==> src/rtl/load_store_unit_if.sv <==
// -----------------------------------------------------------------------------
// load_store_unit_if
// Groups the request/response handshake of the core's memory stage and the
// word-addressed data memory bus that the load/store unit drives.
//
// Signals:
//   req_valid, req_we, req_size[1:0], req_unsigned, req_addr[31:0],
//   req_wdata[31:0]                 : request from the core
//   req_ready                       : unit can accept a request
//   rsp_valid, rsp_rdata[31:0],
//   rsp_err                         : one-cycle response back to the core
//   mem_addr[31:0], mem_din[31:0],
//   mem_we, mem_re                  : word access towards the memory
//   mem_dout[31:0]                  : combinational read data from the memory
//
// Modports:
//   slave  : the load/store unit itself
//   master : its environment (core request side plus the memory)
// -----------------------------------------------------------------------------
interface load_store_unit_if;
    logic        req_valid;
    logic        req_ready;
    logic        req_we;
    logic [1:0]  req_size;
    logic        req_unsigned;
    logic [31:0] req_addr;
    logic [31:0] req_wdata;
    logic        rsp_valid;
    logic [31:0] rsp_rdata;
    logic        rsp_err;
    logic [31:0] mem_addr;
    logic [31:0] mem_din;
    logic        mem_we;
    logic        mem_re;
    logic [31:0] mem_dout;

    modport slave (
        input  req_valid, req_we, req_size, req_unsigned, req_addr, req_wdata,
        input  mem_dout,
        output req_ready, rsp_valid, rsp_rdata, rsp_err,
        output mem_addr, mem_din, mem_we, mem_re
    );

    modport master (
        output req_valid, req_we, req_size, req_unsigned, req_addr, req_wdata,
        output mem_dout,
        input  req_ready, rsp_valid, rsp_rdata, rsp_err,
        input  mem_addr, mem_din, mem_we, mem_re
    );
endinterface

==> src/rtl/load_store_unit.sv <==
// -----------------------------------------------------------------------------
// load_store_unit
// Converts byte-addressed byte/halfword/word loads and stores into accesses of
// a word-addressed memory. Sub-word stores use a read-modify-write sequence;
// sub-word loads are lane-extracted and sign- or zero-extended.
//
// Parameters:
//   MEM_WORDS : depth of the attached memory in 32-bit words
//
// Ports:
//   clk : clock, rising edge
//   rst : asynchronous active-high reset
//   bus : load_store_unit_if.slave (request, response and memory signals)
//
// Configuration macro:
//   LSU_BOUNDS_CHECK_EN : when defined, requests whose word index is
//                         >= MEM_WORDS are rejected with rsp_err.
// -----------------------------------------------------------------------------
module load_store_unit #(
    parameter int MEM_WORDS = 256
) (
    input logic              clk,
    input logic              rst,
    load_store_unit_if.slave bus
);

`ifdef LSU_BOUNDS_CHECK_EN
    localparam bit BoundsCheck = 1'b1;
`else
    localparam bit BoundsCheck = 1'b0;
`endif

    typedef enum logic [2:0] {IDLE, LOAD, RMW_RD, WRITE, RESP} state_t;

    state_t      state;
    state_t      state_next;

    logic [31:0] addr_q;
    logic [31:0] wdata_q;
    logic [31:0] rdata_q;
    logic [1:0]  size_q;
    logic        unsigned_q;
    logic        err_q;

    logic        out_of_range;
    logic        req_bad;
    logic [7:0]  byte_lane;
    logic [15:0] half_lane;
    logic [31:0] load_value;
    logic [31:0] merged_word;
    logic        ready_c;
    logic        re_c;
    logic        we_c;
    logic        valid_c;
    logic        access_c;

    // Range check only exists when the bounds-check build is selected.
    assign out_of_range = BoundsCheck &&
                          ({2'b00, bus.req_addr[31:2]} >= 32'(MEM_WORDS));

    // Requests rejected at acceptance: illegal size or misalignment.
    assign req_bad = (bus.req_size == 2'b11) ||
                     (bus.req_size == 2'b01 && bus.req_addr[0]) ||
                     (bus.req_size == 2'b10 && bus.req_addr[1:0] != 2'b00) ||
                     out_of_range;

    // State register.
    always_ff @(posedge clk or posedge rst) begin
        if (rst) begin
            state <= IDLE;
        end else begin
            state <= state_next;
        end
    end

    // Next state and state-decoded outputs.
    always_comb begin
        state_next = state;
        ready_c    = 1'b0;
        re_c       = 1'b0;
        we_c       = 1'b0;
        valid_c    = 1'b0;
        access_c   = 1'b0;
        case (state)
            IDLE: begin
                ready_c = 1'b1;
                if (bus.req_valid) begin
                    if (req_bad)                    state_next = RESP;
                    else if (!bus.req_we)           state_next = LOAD;
                    else if (bus.req_size == 2'b10) state_next = WRITE;
                    else                            state_next = RMW_RD;
                end
            end
            LOAD: begin
                re_c       = 1'b1;
                access_c   = 1'b1;
                state_next = RESP;
            end
            RMW_RD: begin
                re_c       = 1'b1;
                access_c   = 1'b1;
                state_next = WRITE;
            end
            WRITE: begin
                we_c       = 1'b1;
                access_c   = 1'b1;
                state_next = RESP;
            end
            RESP: begin
                valid_c    = 1'b1;
                state_next = IDLE;
            end
            default: state_next = IDLE;
        endcase
    end

    // Little-endian lane selection and extension of the read word.
    always_comb begin
        case (addr_q[1:0])
            2'd0:    byte_lane = bus.mem_dout[7:0];
            2'd1:    byte_lane = bus.mem_dout[15:8];
            2'd2:    byte_lane = bus.mem_dout[23:16];
            default: byte_lane = bus.mem_dout[31:24];
        endcase
        half_lane = addr_q[1] ? bus.mem_dout[31:16] : bus.mem_dout[15:0];
        case (size_q)
            2'b00:   load_value = unsigned_q ? {24'h0, byte_lane}
                                             : {{24{byte_lane[7]}}, byte_lane};
            2'b01:   load_value = unsigned_q ? {16'h0, half_lane}
                                             : {{16{half_lane[15]}}, half_lane};
            default: load_value = bus.mem_dout;
        endcase
    end

    // Old word with the addressed lane replaced by the store data.
    always_comb begin
        merged_word = bus.mem_dout;
        if (size_q == 2'b00) begin
            case (addr_q[1:0])
                2'd0:    merged_word[7:0]   = wdata_q[7:0];
                2'd1:    merged_word[15:8]  = wdata_q[7:0];
                2'd2:    merged_word[23:16] = wdata_q[7:0];
                default: merged_word[31:24] = wdata_q[7:0];
            endcase
        end else if (addr_q[1]) begin
            merged_word[31:16] = wdata_q[15:0];
        end else begin
            merged_word[15:0] = wdata_q[15:0];
        end
    end

    // Request latch and datapath. wdata_q is reused to hold the merged word
    // so WRITE always drives wdata_q. rsp_rdata only changes on the edge that
    // enters RESP, so it holds between responses.
    always_ff @(posedge clk or posedge rst) begin
        if (rst) begin
            addr_q     <= '0;
            wdata_q    <= '0;
            rdata_q    <= '0;
            size_q     <= '0;
            unsigned_q <= 1'b0;
            err_q      <= 1'b0;
        end else begin
            case (state)
                IDLE: begin
                    if (bus.req_valid) begin
                        addr_q     <= bus.req_addr;
                        wdata_q    <= bus.req_wdata;
                        size_q     <= bus.req_size;
                        unsigned_q <= bus.req_unsigned;
                        err_q      <= req_bad;
                        if (req_bad) rdata_q <= '0;
                    end
                end
                LOAD:    rdata_q <= load_value;
                RMW_RD:  wdata_q <= merged_word;
                WRITE:   rdata_q <= '0;
                default: ;
            endcase
        end
    end

    assign bus.req_ready = ready_c;
    assign bus.mem_re    = re_c;
    assign bus.mem_we    = we_c;
    assign bus.rsp_valid = valid_c;
    assign bus.rsp_err   = valid_c && err_q;
    assign bus.rsp_rdata = rdata_q;
    assign bus.mem_addr  = access_c ? {2'b00, addr_q[31:2]} : 32'h0;
    assign bus.mem_din   = we_c ? wdata_q : 32'h0;

endmodule

==> src/flat_wrapper.sv <==
// flat-port wrapper written by rule: the top's interface ports become plain ports
module load_store_unit_flat 
#(
    parameter int MEM_WORDS = 256
)
  (clk, rst, bus_req_valid, bus_req_we, bus_req_size, bus_req_unsigned, bus_req_addr, bus_req_wdata, bus_mem_dout, bus_req_ready, bus_rsp_valid, bus_rsp_rdata, bus_rsp_err, bus_mem_addr, bus_mem_din, bus_mem_we, bus_mem_re);
  load_store_unit_if bus_i ();
  input logic clk;
  input logic rst;
  input wire logic [$bits(bus_i.req_valid)-1:0] bus_req_valid;
  input wire logic [$bits(bus_i.req_we)-1:0] bus_req_we;
  input wire logic [$bits(bus_i.req_size)-1:0] bus_req_size;
  input wire logic [$bits(bus_i.req_unsigned)-1:0] bus_req_unsigned;
  input wire logic [$bits(bus_i.req_addr)-1:0] bus_req_addr;
  input wire logic [$bits(bus_i.req_wdata)-1:0] bus_req_wdata;
  input wire logic [$bits(bus_i.mem_dout)-1:0] bus_mem_dout;
  output wire logic [$bits(bus_i.req_ready)-1:0] bus_req_ready;
  output wire logic [$bits(bus_i.rsp_valid)-1:0] bus_rsp_valid;
  output wire logic [$bits(bus_i.rsp_rdata)-1:0] bus_rsp_rdata;
  output wire logic [$bits(bus_i.rsp_err)-1:0] bus_rsp_err;
  output wire logic [$bits(bus_i.mem_addr)-1:0] bus_mem_addr;
  output wire logic [$bits(bus_i.mem_din)-1:0] bus_mem_din;
  output wire logic [$bits(bus_i.mem_we)-1:0] bus_mem_we;
  output wire logic [$bits(bus_i.mem_re)-1:0] bus_mem_re;
  assign bus_i.req_valid = bus_req_valid;
  assign bus_i.req_we = bus_req_we;
  assign bus_i.req_size = bus_req_size;
  assign bus_i.req_unsigned = bus_req_unsigned;
  assign bus_i.req_addr = bus_req_addr;
  assign bus_i.req_wdata = bus_req_wdata;
  assign bus_i.mem_dout = bus_mem_dout;
  assign bus_req_ready = bus_i.req_ready;
  assign bus_rsp_valid = bus_i.rsp_valid;
  assign bus_rsp_rdata = bus_i.rsp_rdata;
  assign bus_rsp_err = bus_i.rsp_err;
  assign bus_mem_addr = bus_i.mem_addr;
  assign bus_mem_din = bus_i.mem_din;
  assign bus_mem_we = bus_i.mem_we;
  assign bus_mem_re = bus_i.mem_re;
  load_store_unit #(.MEM_WORDS(MEM_WORDS)) u_core (.clk(clk), .rst(rst), .bus(bus_i));
endmodule
==> config.mk <==
export PLATFORM = sky130hd
export DESIGN_NAME = load_store_unit_flat
export DESIGN_NICKNAME = d
export VERILOG_FILES = /design/src/rtl/load_store_unit_if.sv /design/src/rtl/load_store_unit.sv /design/src/flat_wrapper.sv
export SDC_FILE = /design/constraint.sdc
export NUM_CORES = 1
export LEC_CHECK = 0
export ABC_AREA = 1
export BUFFER_PORTS_ARGS = -buffer_cell sky130_fd_sc_hd__buf_2
export CAP_MARGIN = 25
export CORE_UTILIZATION = 45
export DETAILED_ROUTE_END_ITERATION = 16
export GPL_TIMING_DRIVEN = 0
export PLACE_DENSITY = 0.84
export SETUP_SLACK_MARGIN = 0.2
export SLEW_MARGIN = 20
export SYNTH_ARGS = -nofsm -noshare
export SYNTH_HDL_FRONTEND = slang
export SYNTH_SLANG_ARGS = --single-unit
==> constraint.sdc <==
create_clock -name clk -period 4.73 [get_ports clk]
set_clock_uncertainty 0.15 [all_clocks]
set_input_delay 0.7095 -clock clk [delete_from_list [all_inputs] [get_ports clk]]
set_output_delay 0.7095 -clock clk [all_outputs]
set_load 0.05 [all_outputs]
# After elaboration in Yosys (flattened, before gate mapping)
# Cells that the tools add are included.
[totals]
register_bits = 103
out_inout_bits = 101
input_bits = 103
wordCells = 72
[op_classes]
eq_ne = 14
muxes = 29
reduce_logical = 20
[ops]
columns = ["operator", "n"]
rows = [
  ["$mux 32", 7],
  ["$pmux 32 s2", 2],
  ["$pmux 32 s3", 1],
  ["$mux 16", 3],
  ["$mux 8", 4],
  ["$mux 30", 1],
  ["$pmux 8 s3", 1],
  ["$mux 3", 3],
  ["$pmux 3 s3", 1],
  ["$eq 2x1->1 const B", 3],
  ["$eq 2x2->1 const B", 3],
  ["$eq 3x2->1 const B", 2],
  ["$mux 1", 6],
  ["$reduce_and 3->1", 2],
  ["$reduce_or 3->1", 2],
  ["$logic_not 2->1", 2],
  ["$reduce_and 2->1", 2],
  ["$reduce_and 4->1", 1],
  ["$reduce_bool 2->1", 2],
  ["$reduce_or 2->1", 2],
  ["$eq 3x1->1 const B", 1],
  ["$eq 3x3->1 const B", 1],
  ["$logic_and 1x1->1", 3],
  ["$logic_not 3->1", 1],
  ["other kinds (6)", 7],
]

# Longest topological paths before layout
# Gate-level depths: netlist (run 1).
[logic_depth]
ltp_word = 7
ltp_mapped = 10

# Worst setup path before layout (run 1)
# OpenSTA, ideal clock, no wires.
[synth_path]
kind = "register -> output"
start = "register u_core.state[2]"
end = "output port bus_mem_din[10]"
path_buffers = 1
arrival_ns = 2.400
setup_slack_ns = 1.470
stages_incl_launch_ff = 7
cell_sequence = "dfrtp_1 -> inv_1 -> nand2_1 -> nor2_1 -> inv_1 -> buf_2 -> nor2_1"
[synth_via]
elab_chain_cells = 3
[synth_rtl]
columns = ["element", "line", "text"]
rows = [
  ["start: declaration", "load_store_unit.sv:35", "state_t state;"],
  ["start signal: assignment", "load_store_unit.sv:72", "state <= state_next;"],
  ["$eq 3x2->1", "load_store_unit.sv:84", "case (state)"],
  ["$mux 1", "load_store_unit.sv:84", ""],
  ["named net bus_mem_we", "flat_wrapper.sv:23", "output wire logic [$bits(bus_i.mem_we)-1:0] bus_mem_we;"],
  ["$mux 32", "load_store_unit.sv:190", "assign bus.mem_din = we_c ? wdata_q : 32'h0;"],
  ["end: declaration", "flat_wrapper.sv:22", "output wire logic [$bits(bus_i.mem_din)-1:0] bus_mem_din;"],
]
# The timed path passes the listed nets, and every way through them passes these cells.

# Worst setup path after layout (run 1)
[layout_path]
start = "register u_core.state[2]"
end = "output port bus_mem_din[20]"
[layout_via]
elab_chain_cells = 3
[layout_rtl]
columns = ["element", "line"]
rows = [
  ["$eq 3x2->1", "load_store_unit.sv:84"],
  ["$mux 1", "load_store_unit.sv:84"],
  ["$mux 32", "load_store_unit.sv:190"],
]
# Every way passes these cells.

==> results.md, run 1 <==
* total I/O pin count: 204
* fraction of synthesized cell area taken by the top area cell type: 43.7%
* count of mapped cells out of synthesis: 843
* count of H-tree levels built during CTS: 3
* Initial Utilization: 46.4%
* synthesis-stage register bit count: 103
* largest buffer count on any clock path: 2
* kind of cell with the highest combined delay on the critical path: buffers and inverters
* library cells used by synthesis: 29
* arrival time at the worst endpoint: 2.06 ns
* Die Width: 117 µm
* type of the tightest min-delay check: input pin to asynchronous set/reset pin
* Pre-Repair DR Iteration Count: 5
* gr usage total: 28.4%
* length in cells of the worst reg-to-reg path: 8
* die footprint: 13600 µm²
* gp weighted congestion: 0.960
* Max transition margin: 60.4%
* Tcrit/Tclk final: 61.8%
* DR DRC count: 0
* fraction of registers with async set or reset after synthesis: 100%
* CTS sink count: 103
* number of hold violations in the final report: 0
* worst path cell trace: inv_1 -> nand2_1 -> nor2_1 -> inv_1 -> buf_2 -> nor2_1 -> buf_2
* pwr dens: 743 nW/µm²
* number of buffers created by CTS: 9
* highest-delay cell along the critical path: sky130_fd_sc_hd__dfrtp_1
* fraction of layout instances using a drive strength above 1: 26.0%
* placement row count: 41
* setup repair after global routing missed its margin: false
* reported net switching power: 0.00293 W
* share of total power consumed by net switching: 52.6%
* Worst R2R Setup Slack: 2.79 ns
* most frequent cell after synthesis: sky130_fd_sc_hd__nand2_1
* area of the mapped netlist: 5900 µm²
* type of origin of the critical path: flop
* status: finished, final reports clean
* post-DR wirelength/cell: 15.2 µm
* CTS resizes: 0
* dominant register cell in the synthesized netlist: sky130_fd_sc_hd__dfrtp_1
* number of I/O port buffers: 201
* # Post-CTS Setup Buffers: 0
* Achievable Freq: 342 MHz
* worst slew pin tran: 0.594 ns
* overall overflow remaining after global route: 0
* number of cells on the critical path: 7
* setup TNS: 0 ns
* TritonCTS clock tree: done
* layout net count: 1160
* combinational share of power: 59.6%
* Final Core Density: 58.8%
* final slew viol count: 0
* clock root buffer: sky130_fd_sc_hd__clkbuf_16
* Internal Dissipation: 0.00264 W
* post-layout min period: 2.92 ns
* ratio of routed vias to standard cells: 5.19
* worst-path maximum fanout: 10
* type of the worst setup path: flop to primary output
* via count of the first global-routing pass: 5974
* Mean Syn Cell Area: 7.00 µm²
* Core Box Area: 12700 µm²
* most area-hungry cell type in the Yosys netlist: sky130_fd_sc_hd__dfrtp_1
* sequential fraction of the synthesis area: 43.7%
* DP Wirelength: 14.6 mm
* number of buffers and inverters on the critical path: 4
* Via Count: 6406
* required arrival time at the worst endpoint: 3.87 ns
* sequential power share: 25.8%
* area growth from synthesis to layout: 26.8%
* Final Routed Wirelength: 18.7 mm
* Post-synth EDFFs: 0
* share of total power in the clock network: 14.6%
* antenna-violating nets left: 0
* count of synthesis-stage warnings from yosys: 0
* clock insertion delay at the later pin of the skew report: 0.36 ns
* Area contributors post-synth: sky130_fd_sc_hd__dfrtp_1 44%, sky130_fd_sc_hd__nand2_1 17%, sky130_fd_sc_hd__nor2_1 6.6%
* number of antenna violations at the first check in global routing: 1
* Commonest cells post-synth: 272 x sky130_fd_sc_hd__nand2_1, 103 x sky130_fd_sc_hd__dfrtp_1, 103 x sky130_fd_sc_hd__nor2_1, 92 x sky130_fd_sc_hd__inv_1, 77 x sky130_fd_sc_hd__o21ai_0
* number of setup violations in the final report: 0
* standby leakage power: 4.23 nW
* wire length of the first global-routing pass: 29.1 mm
* Max-cap violations: 0
* number of DRC violations after detailed-routing iteration 0: 485
* cts-stage hold buffer count: 0
* die span in y: 117 µm
* maximum number of pins on one net before global-route repair: 63
* nature of the critical path endpoint: primary output
* highest ir drop seen on vdd: 0.000453 V
* highest cell delay on the worst timing path: 0.42 ns
* Worst-path clk slew: 0.07 ns
-- power groups by stage --
stage / combinational (W) / clock (W) / sequential, W
after floorplan: 0.00222 / 0 / 0.00168
after global placement: 0.00322 / 0 / 0.00144
after detailed placement: 0.00327 / 0 / 0.00145
after CTS: 0.00329 / 0.000818 / 0.00143
after global routing: 0.00365 / 0.000853 / 0.00148
final: 0.00332 / 0.000813 / 0.00144
-- per-layer routing --
layer | share of wire, % | GRT usage [%] | vias up
met4 | 4.6 | 16.9 | 0
met2 | 46 | 45.5 | 361
met3 | 8.7 | 5.19 | 58
li1 | - | - | 3092
met1 | 41 | 35.7 | 2895
met5 | 0 | 0 | -
-- cells in the final DEF, fill, tap and decap left out, drive strengths merged --
cell	netlist	layout
nor3	2	2
diode	0	1
buf	35	237
o22ai	7	7
inv	100	100
nand3	33	33
bufinv	0	2
clkinv	0	2
clkinvlp	0	1
dfrtp	103	103
o211ai	22	22
clkbuf	12	23
a21oi	40	40
or2	5	5
a22oi	7	7
conb	1	2
nand2	274	274
o2111ai	6	6
a21boi	4	4
o21ai	84	84
nor2	107	107
a31oi	1	1
-- metrics by stage --
stage	setup slack [ns]	total power, W	hold WS, ns	area, µm²	instances
2_1_floorplan	1.17	0.00390	0.303	5910	844
3_3_place_gp	0.0289	0.00465	0.305	7130	1217
3_5_place_dp	2.18	0.00472	0.310	7160	1218
4_1_cts	1.78	0.00554	0.217	7480	1234
5_1_grt	1.66	0.00598	0.235	7490	1235
6_report	1.81	0.00557	0.208	7490	1235
-- area by class of cell --
class | count | area, µm²
Clock buffer | 11 | 243
Inverter | 100 | 380
Multi-Input combinational cell | 594 | 2690
Buffer | 47 | 262
Tap cell | 172 | 215
Sequential cell | 103 | 2580
Fill cell | 1236 | 5240
Antenna cell | 1 | 2.50
Timing Repair Buffer | 202 | 1030
Clock inverter | 5 | 81.3
-- cell families (layout without fill, tap and decap cells) --
logic type,Yosys count,count (layout),synth area share (%)
DFF,103,103,43.7
and+or+nand+nor,421,421,28.6
other,1,3,0.0635
buffers and inverters,147,365,10.8
AOI/OAI and AO/OA,171,171,16.9
-- worst paths after layout --
kind,startpoint,to
hold reg to reg,u_core.bus.rsp_rdata[9],u_core.bus.rsp_rdata[9]
setup reg to reg,u_core.size_q[0],u_core.wdata_q[11]
max in group asynchronous,rst,u_core.wdata_q[27]
min in group clk,u_core.bus.rsp_rdata[9],u_core.bus.rsp_rdata[9]
hold / removal,rst,u_core.bus.rsp_rdata[15]
setup / recovery,u_core.state[2],bus_mem_din[20]
-- sequential cells by signal, summed over array words and instances (netlist names) --
signal	count
u_core.wdata_q	32
u_core.err_q	1
u_core.bus.rsp_rdata	32
u_core.unsigned_q	1
u_core.size_q	2
u_core.addr_q	32
u_core.state	3
(Power assumes the default switching activity.)
==> run 2, diff against run 1 <==
Clock period 4.73 ns to 3 ns, I/O delays scaled along.
==> results.md, run 2 (synthesized netlist as in run 1, its figures left out) <==
* total I/O pin count: 204, unchanged
* Achievable Freq: 378 MHz
* type of the tightest min-delay check: input pin to asynchronous set/reset pin
* Worst-path clk slew: 0.07 ns, about the same
* setup TNS: 0 ns, unchanged
* Core Box Area: 12700 µm², unchanged
* ratio of routed vias to standard cells: 5.23, +0.79%
* DP Wirelength: 14.9 mm, +1.4%
* Via Count: 6462, +0.87%
* # Post-CTS Setup Buffers: 0, unchanged
* Final Routed Wirelength: 18.9 mm, +0.78%
* die span in y: 117 µm, unchanged
* clock root buffer: sky130_fd_sc_hd__clkbuf_16
* Worst R2R Setup Slack: 1.12 ns, -1.67 ns
* number of buffers and inverters on the critical path: 4, unchanged
* type of the worst setup path: flop to primary output
* standby leakage power: 4.24 nW, +0.24%
* DR DRC count: 0, unchanged
* nature of the critical path endpoint: primary output
* TritonCTS clock tree: done
* Initial Utilization: 46.4%, unchanged
* largest buffer count on any clock path: 2, unchanged
* worst slew pin tran: 0.643 ns, +0.0486 ns
* die footprint: 13600 µm², unchanged
* number of setup violations in the final report: 0, unchanged
* Tcrit/Tclk final: 88.1%
* number of hold violations in the final report: 0, unchanged
* highest cell delay on the worst timing path: 0.42 ns, about the same
* type of origin of the critical path: flop
* layout net count: 1162, +0.17%
* highest ir drop seen on vdd: 0.000709 V, +56%
* area growth from synthesis to layout: 27.2%
* Pre-Repair DR Iteration Count: 9, +4
* worst-path maximum fanout: 10, unchanged
* Max-cap violations: 0, unchanged
* most common cell after layout, fill and taps aside: sky130_fd_sc_hd__nand2_1
* number of instances in the placed design: 1220, +0.16%
* status: finished, final reports clean
* post-DR wirelength/cell: 15.3 µm, +0.70%
* kind of cell with the highest combined delay on the critical path: buffers and inverters
* antenna-violating nets left: 0, unchanged
* most frequent cells in the layout: 272 x sky130_fd_sc_hd__nand2_1, 224 x sky130_fd_sc_hd__buf_2, 103 x sky130_fd_sc_hd__dfrtp_1
* gp weighted congestion: 0.955, -0.46%
* number of antenna violations at the first check in global routing: 0, -1
* via count of the first global-routing pass: 5763, -3.5%
* count of H-tree levels built during CTS: 3, unchanged
* arrival time at the worst endpoint: 2.04 ns, -0.02 ns
* highest-delay cell along the critical path: sky130_fd_sc_hd__dfrtp_1
* launching point of the worst reg2reg path: u_core.addr_q[1]
* worst path cell trace: inv_1 -> nand2_1 -> nor2_4 -> inv_2 -> buf_2 -> nand2_1 -> buf_2
* Max transition margin: 57.1%, -3.3 points
* maximum number of pins on one net before global-route repair: 32, -49%
* required arrival time at the worst endpoint: 2.40 ns, -1.47 ns
* CTS sink count: 103, unchanged
* pwr dens: 1160 nW/µm², +56%
* setup repair after global routing missed its margin: false
* Die Width: 117 µm, unchanged
* Critical R2R Capture: u_core.wdata_q[16]
* CTS resizes: 0, unchanged
* worst path setup slack after routing: 0.356 ns, -1.45 ns
* gr usage total: 28.2%, -0.16 points
* clock insertion delay at the later pin of the skew report: 0.35 ns, about the same
* number of DRC violations after detailed-routing iteration 0: 441, -9.1%
* post-place setup slack: 0.692 ns, -1.49 ns
* final slew viol count: 0, unchanged
* Antenna Diode Count: 0, -1
* wire length of the first global-routing pass: 28.9 mm, -0.62%
* cts-stage hold buffer count: 0, unchanged
* length in cells of the worst reg-to-reg path: 5, -3
* fraction of layout instances using a drive strength above 1: 26.3%, +0.33 points
* Non-Filler Instances: 1236, +0.081%
* overall overflow remaining after global route: 0, unchanged
* number of buffers created by CTS: 9, unchanged
* placement row count: 41, unchanged
* number of I/O port buffers: 201, unchanged
* post-layout min period: 2.64 ns
[run 2: changes by cell type in the layout (fill, tap and decap cells not counted)]
cell	before	now
sky130_fd_sc_hd__inv_6	1	0
sky130_fd_sc_hd__bufinv_16	2	1
sky130_fd_sc_hd__clkbuf_1	13	12
sky130_fd_sc_hd__nor2_2	2	3
sky130_fd_sc_hd__nor2_1	103	102
sky130_fd_sc_hd__diode_2	1	0
sky130_fd_sc_hd__clkbuf_8	1	2
sky130_fd_sc_hd__buf_12	0	2
sky130_fd_sc_hd__clkinv_2	1	2
sky130_fd_sc_hd__clkinvlp_4	1	2
[run 2: how the worst max path moves through the flow]
stage / from / endpoint / slack (ns) / cells after the start
finish: u_core.state[2] / bus_mem_re / 0.36 / 7
detailed placement: u_core.state[2] / bus_mem_din[16] / 0.69 / 7
global placement: rst / u_core.bus.rsp_rdata[9] / 0.49 / 2
CTS: u_core.state[2] / bus_mem_din[16] / 0.32 / 7
global route: u_core.state[2] / bus_mem_din[16] / 0.23 / 7
floorplan: u_core.state[2] / bus_mem_din[10] / 0.28 / 6
[run 2: layout make-up]
class                   instances  area, µm²
repair buffers                204       1070
multi-input cells             594       2690
well taps                     172        215
clock buffers                  11        253
clock inverters                 5       56.3
inverters                     100        379
fillers                      1205       5210
plain buffers                  47        262
flip-flops and latches        103       2580
[run 2: through the flow]
| step | power (W) | util, % | cell area [µm²] | hold slack, ns |
|---|---|---|---|---|
| global placement | 0.00735 | 56.1 | 7130 | 0.304 |
| CTS | 0.00868 | 59.0 | 7510 | 0.0465 |
| global route | 0.00935 | 59.0 | 7510 | 0.0777 |
| finish | 0.00873 | 59.0 | 7510 | 0.0321 |
| detailed placement | 0.00746 | 56.6 | 7200 | 0.308 |
| floorplan | 0.00616 | - | 5910 | 0.303 |
[run 2: metal layers]
| layer | track usage (%) | wire length [µm] | vias to the layer above |
|---|---|---|---|
| met2 | 46.7 | 8750 | 382 |
| met1 | 35.7 | 7610 | 2929 |
| met4 | 11.3 | 626 | 0 |
| met5 | 0 | 0 | - |
| li1 | - | - | 3097 |
| met3 | 6.43 | 1880 | 54 |
[run 2: power by group]
| group | leakage, nW | internal (W) | total (W) | switching, W |
|---|---|---|---|---|
| combinational | 2.79 | 0.00141 | 0.00523 | 0.00382 |
| clock | 0.152 | 0.000692 | 0.00122 | 0.000532 |
| sequential | 1.29 | 0.00200 | 0.00227 | 0.000275 |
| total | 4.24 | 0.00410 | 0.00873 | 0.00463 |
==> run 3, diff against run 2 <==
Settings changed: CAP_MARGIN 25 to 10, CORE_MARGIN from default to 3.
Clock period 3 ns to 2.9 ns, I/O delays scaled along.
==> results.md, run 3 (synthesized netlist as in run 1, its figures left out) <==
* gp weighted congestion: 1.01, +5.7%
* total I/O pin count: 204, unchanged
* post-DR wirelength/cell: 15.9 µm, +4.3%
* DR DRC count: 0, unchanged
* Max-cap violations: 0, unchanged
* number of buffers created by CTS: 9, unchanged
* post-layout min period: 2.55 ns
* die span in y: 121 µm, +3.4%
* status: finished, final reports clean
* clock root buffer: sky130_fd_sc_hd__clkbuf_16
* crit path to: bus_mem_din[15]
* Achievable Freq: 392 MHz
* filler cell count: 1199, -0.50%
* number of antenna violations at the first check in global routing: 0, unchanged
* final slew viol count: 0, unchanged
* Max transition margin: 62.6%, +5.6 points
* number of setup violations in the final report: 0, unchanged
* Crit. Startpoint: u_core.state[2]
* type of origin of the critical path: flop
* number of I/O port buffers: 201, unchanged
* Worst R2R Setup Slack: 1.03 ns, -0.09 ns
* DP Wirelength: 15.5 mm, +4.2%
* worst path cell trace: inv_1 -> nand2_2 -> nor2_2 -> inv_1 -> clkbuf_4 -> nor2_1 -> buf_2
* number of DRC violations after detailed-routing iteration 0: 512, +16%
* area growth from synthesis to layout: 27.9%
* gr usage total: 26.8%, -1.4 points
* highest cell delay on the worst timing path: 0.42 ns, about the same
* Initial Utilization: 46.4%, unchanged
* arrival time at the worst endpoint: 1.96 ns, -0.08 ns
* setup repair after global routing missed its margin: false
* DP Area: 7190 µm², -0.10%
* overall overflow remaining after global route: 0, unchanged
* post-place setup slack: 0.680 ns, -0.0123 ns
* Final Routed Wirelength: 19.7 mm, +4.4%
* post-route cell area: 7550 µm², +0.48%
* Core Box Area: 12700 µm², unchanged
* wire length of the first global-routing pass: 30.5 mm, +5.5%
* nature of the critical path endpoint: primary output
* antenna-violating nets left: 0, unchanged
* Pre-Repair DR Iteration Count: 6, -3
* maximum number of pins on one net before global-route repair: 32, unchanged
* Tcrit/Tclk final: 87.9%
* placement row count: 41, unchanged
* largest buffer count on any clock path: 2, unchanged
* type of the tightest min-delay check: input pin to flop
* most frequent cells in the layout: 271 x sky130_fd_sc_hd__nand2_1, 222 x sky130_fd_sc_hd__buf_2, 103 x sky130_fd_sc_hd__dfrtp_1
* fraction of layout instances using a drive strength above 1: 26.5%, +0.14 points
* most common cell after layout, fill and taps aside: sky130_fd_sc_hd__nand2_1
* Via Count: 6462, unchanged
* setup TNS: 0 ns, unchanged
* Die Width: 121 µm, +3.4%
* footprint of the multi-input gates: 2700 µm², about the same
* CTS sink count: 103, unchanged
* count of H-tree levels built during CTS: 3, unchanged
* length in cells of the worst reg-to-reg path: 8, +3
* die footprint: 14500 µm², +7.0%
* Critical R2R Capture: u_core.wdata_q[11]
* TritonCTS clock tree: done
* most numerous cell on the critical path: sky130_fd_sc_hd__inv_1
* number of hold violations in the final report: 0, unchanged
* worst path setup slack after routing: 0.350 ns, -0.00534 ns
* Worst-path clk slew: 0.07 ns, about the same
* layout net count: 1165, +0.26%
* highest ir drop seen on vdd: 0.000911 V, +28%
* clock insertion delay at the later pin of the skew report: 0.35 ns, about the same
* pwr dens: 1210 nW/µm², +4.1%
* worst-path maximum fanout: 10, unchanged
* highest-delay cell along the critical path: sky130_fd_sc_hd__dfrtp_1
* required arrival time at the worst endpoint: 2.32 ns, -0.08 ns
* ratio of routed vias to standard cells: 5.22, -0.16%
* standby leakage power: 4.25 nW, +0.37%
* Antenna Diode Count: 0, unchanged
* worst slew pin tran: 0.561 ns, -0.0821 ns
* type of the worst setup path: flop to primary output
* launching point of the worst reg2reg path: u_core.size_q[1]
* sequential cell area in the final layout: 2580 µm², unchanged
* via count of the first global-routing pass: 6019, +4.4%
run 3: how the worst min path moves through the flow:
stage / start / cells past startpoint / end
6_report: bus_req_addr[13] / 3 / u_core.addr_q[13]
5_1_grt: bus_req_addr[13] / 3 / u_core.addr_q[13]
4_1_cts: bus_req_addr[13] / 3 / u_core.addr_q[13]
3_5_place_dp: u_core.bus.rsp_rdata[8] / 2 / u_core.bus.rsp_rdata[8]
3_3_place_gp: u_core.bus.rsp_rdata[13] / 2 / u_core.bus.rsp_rdata[13]
2_1_floorplan: u_core.wdata_q[18] / 2 / u_core.wdata_q[18]
run 3: layout make-up:
type	count	area share, %
multi-input combinational	594	35.7
sequential	103	34.2
buffer	47	3.50
timing repair buffer	207	14.5
clock inverter	5	1.08
clock buffer	10	3.17
inverter	100	5.02
tap	172	2.85
run 3: report_power, final:
group	internal, W	switching, W
clock network	0.000777	0.000550
logic	0.00148	0.00398
registers	0.00206	0.000278
total	0.00432	0.00480
run 3: worst max-delay path, delay by kind of cell, from the launching register on:
family | cells | cell delay [ns]
flip-flops | 1 | 0.42
AND/OR/NAND/NOR | 3 | 0.36
buffers and inverters | 4 | 0.83
run 3: timing repair:
| action | in CTS | in global routing |
|---|---|---|
| hold buffers | 1 | 0 |
| endpoints found under the setup margin | 0 | 10 |
| hold endpoints to repair | 18 | 0 |
| setup buffers | 0 | 2 |
| gates resized for setup | 0 | 3 |
run 3: per-layer routing:
layer / up-vias / global-route usage [%] / share of wire [%] / wire [µm]
li1: 3103 / - / - / -
met1: 2963 / 33.8 / 40 / 7920
met2: 344 / 43.9 / 46 / 9080
met3: 52 / 6.17 / 9.8 / 1940
met4: 0 / 12.4 / 3.8 / 756
met5: - / 0 / 0 / 0
run 3: per-stage QoR:
stage	instances	util [%]	power (W)	hold slack, ns
floorplan	844	-	0.00637	0.303
global placement	1217	56.1	0.00763	0.304
detailed placement	1220	56.5	0.00773	0.303
global route	1238	59.3	0.00978	0.127
CTS	1236	59.1	0.00907	0.132
finish	1238	59.3	0.00912	0.138
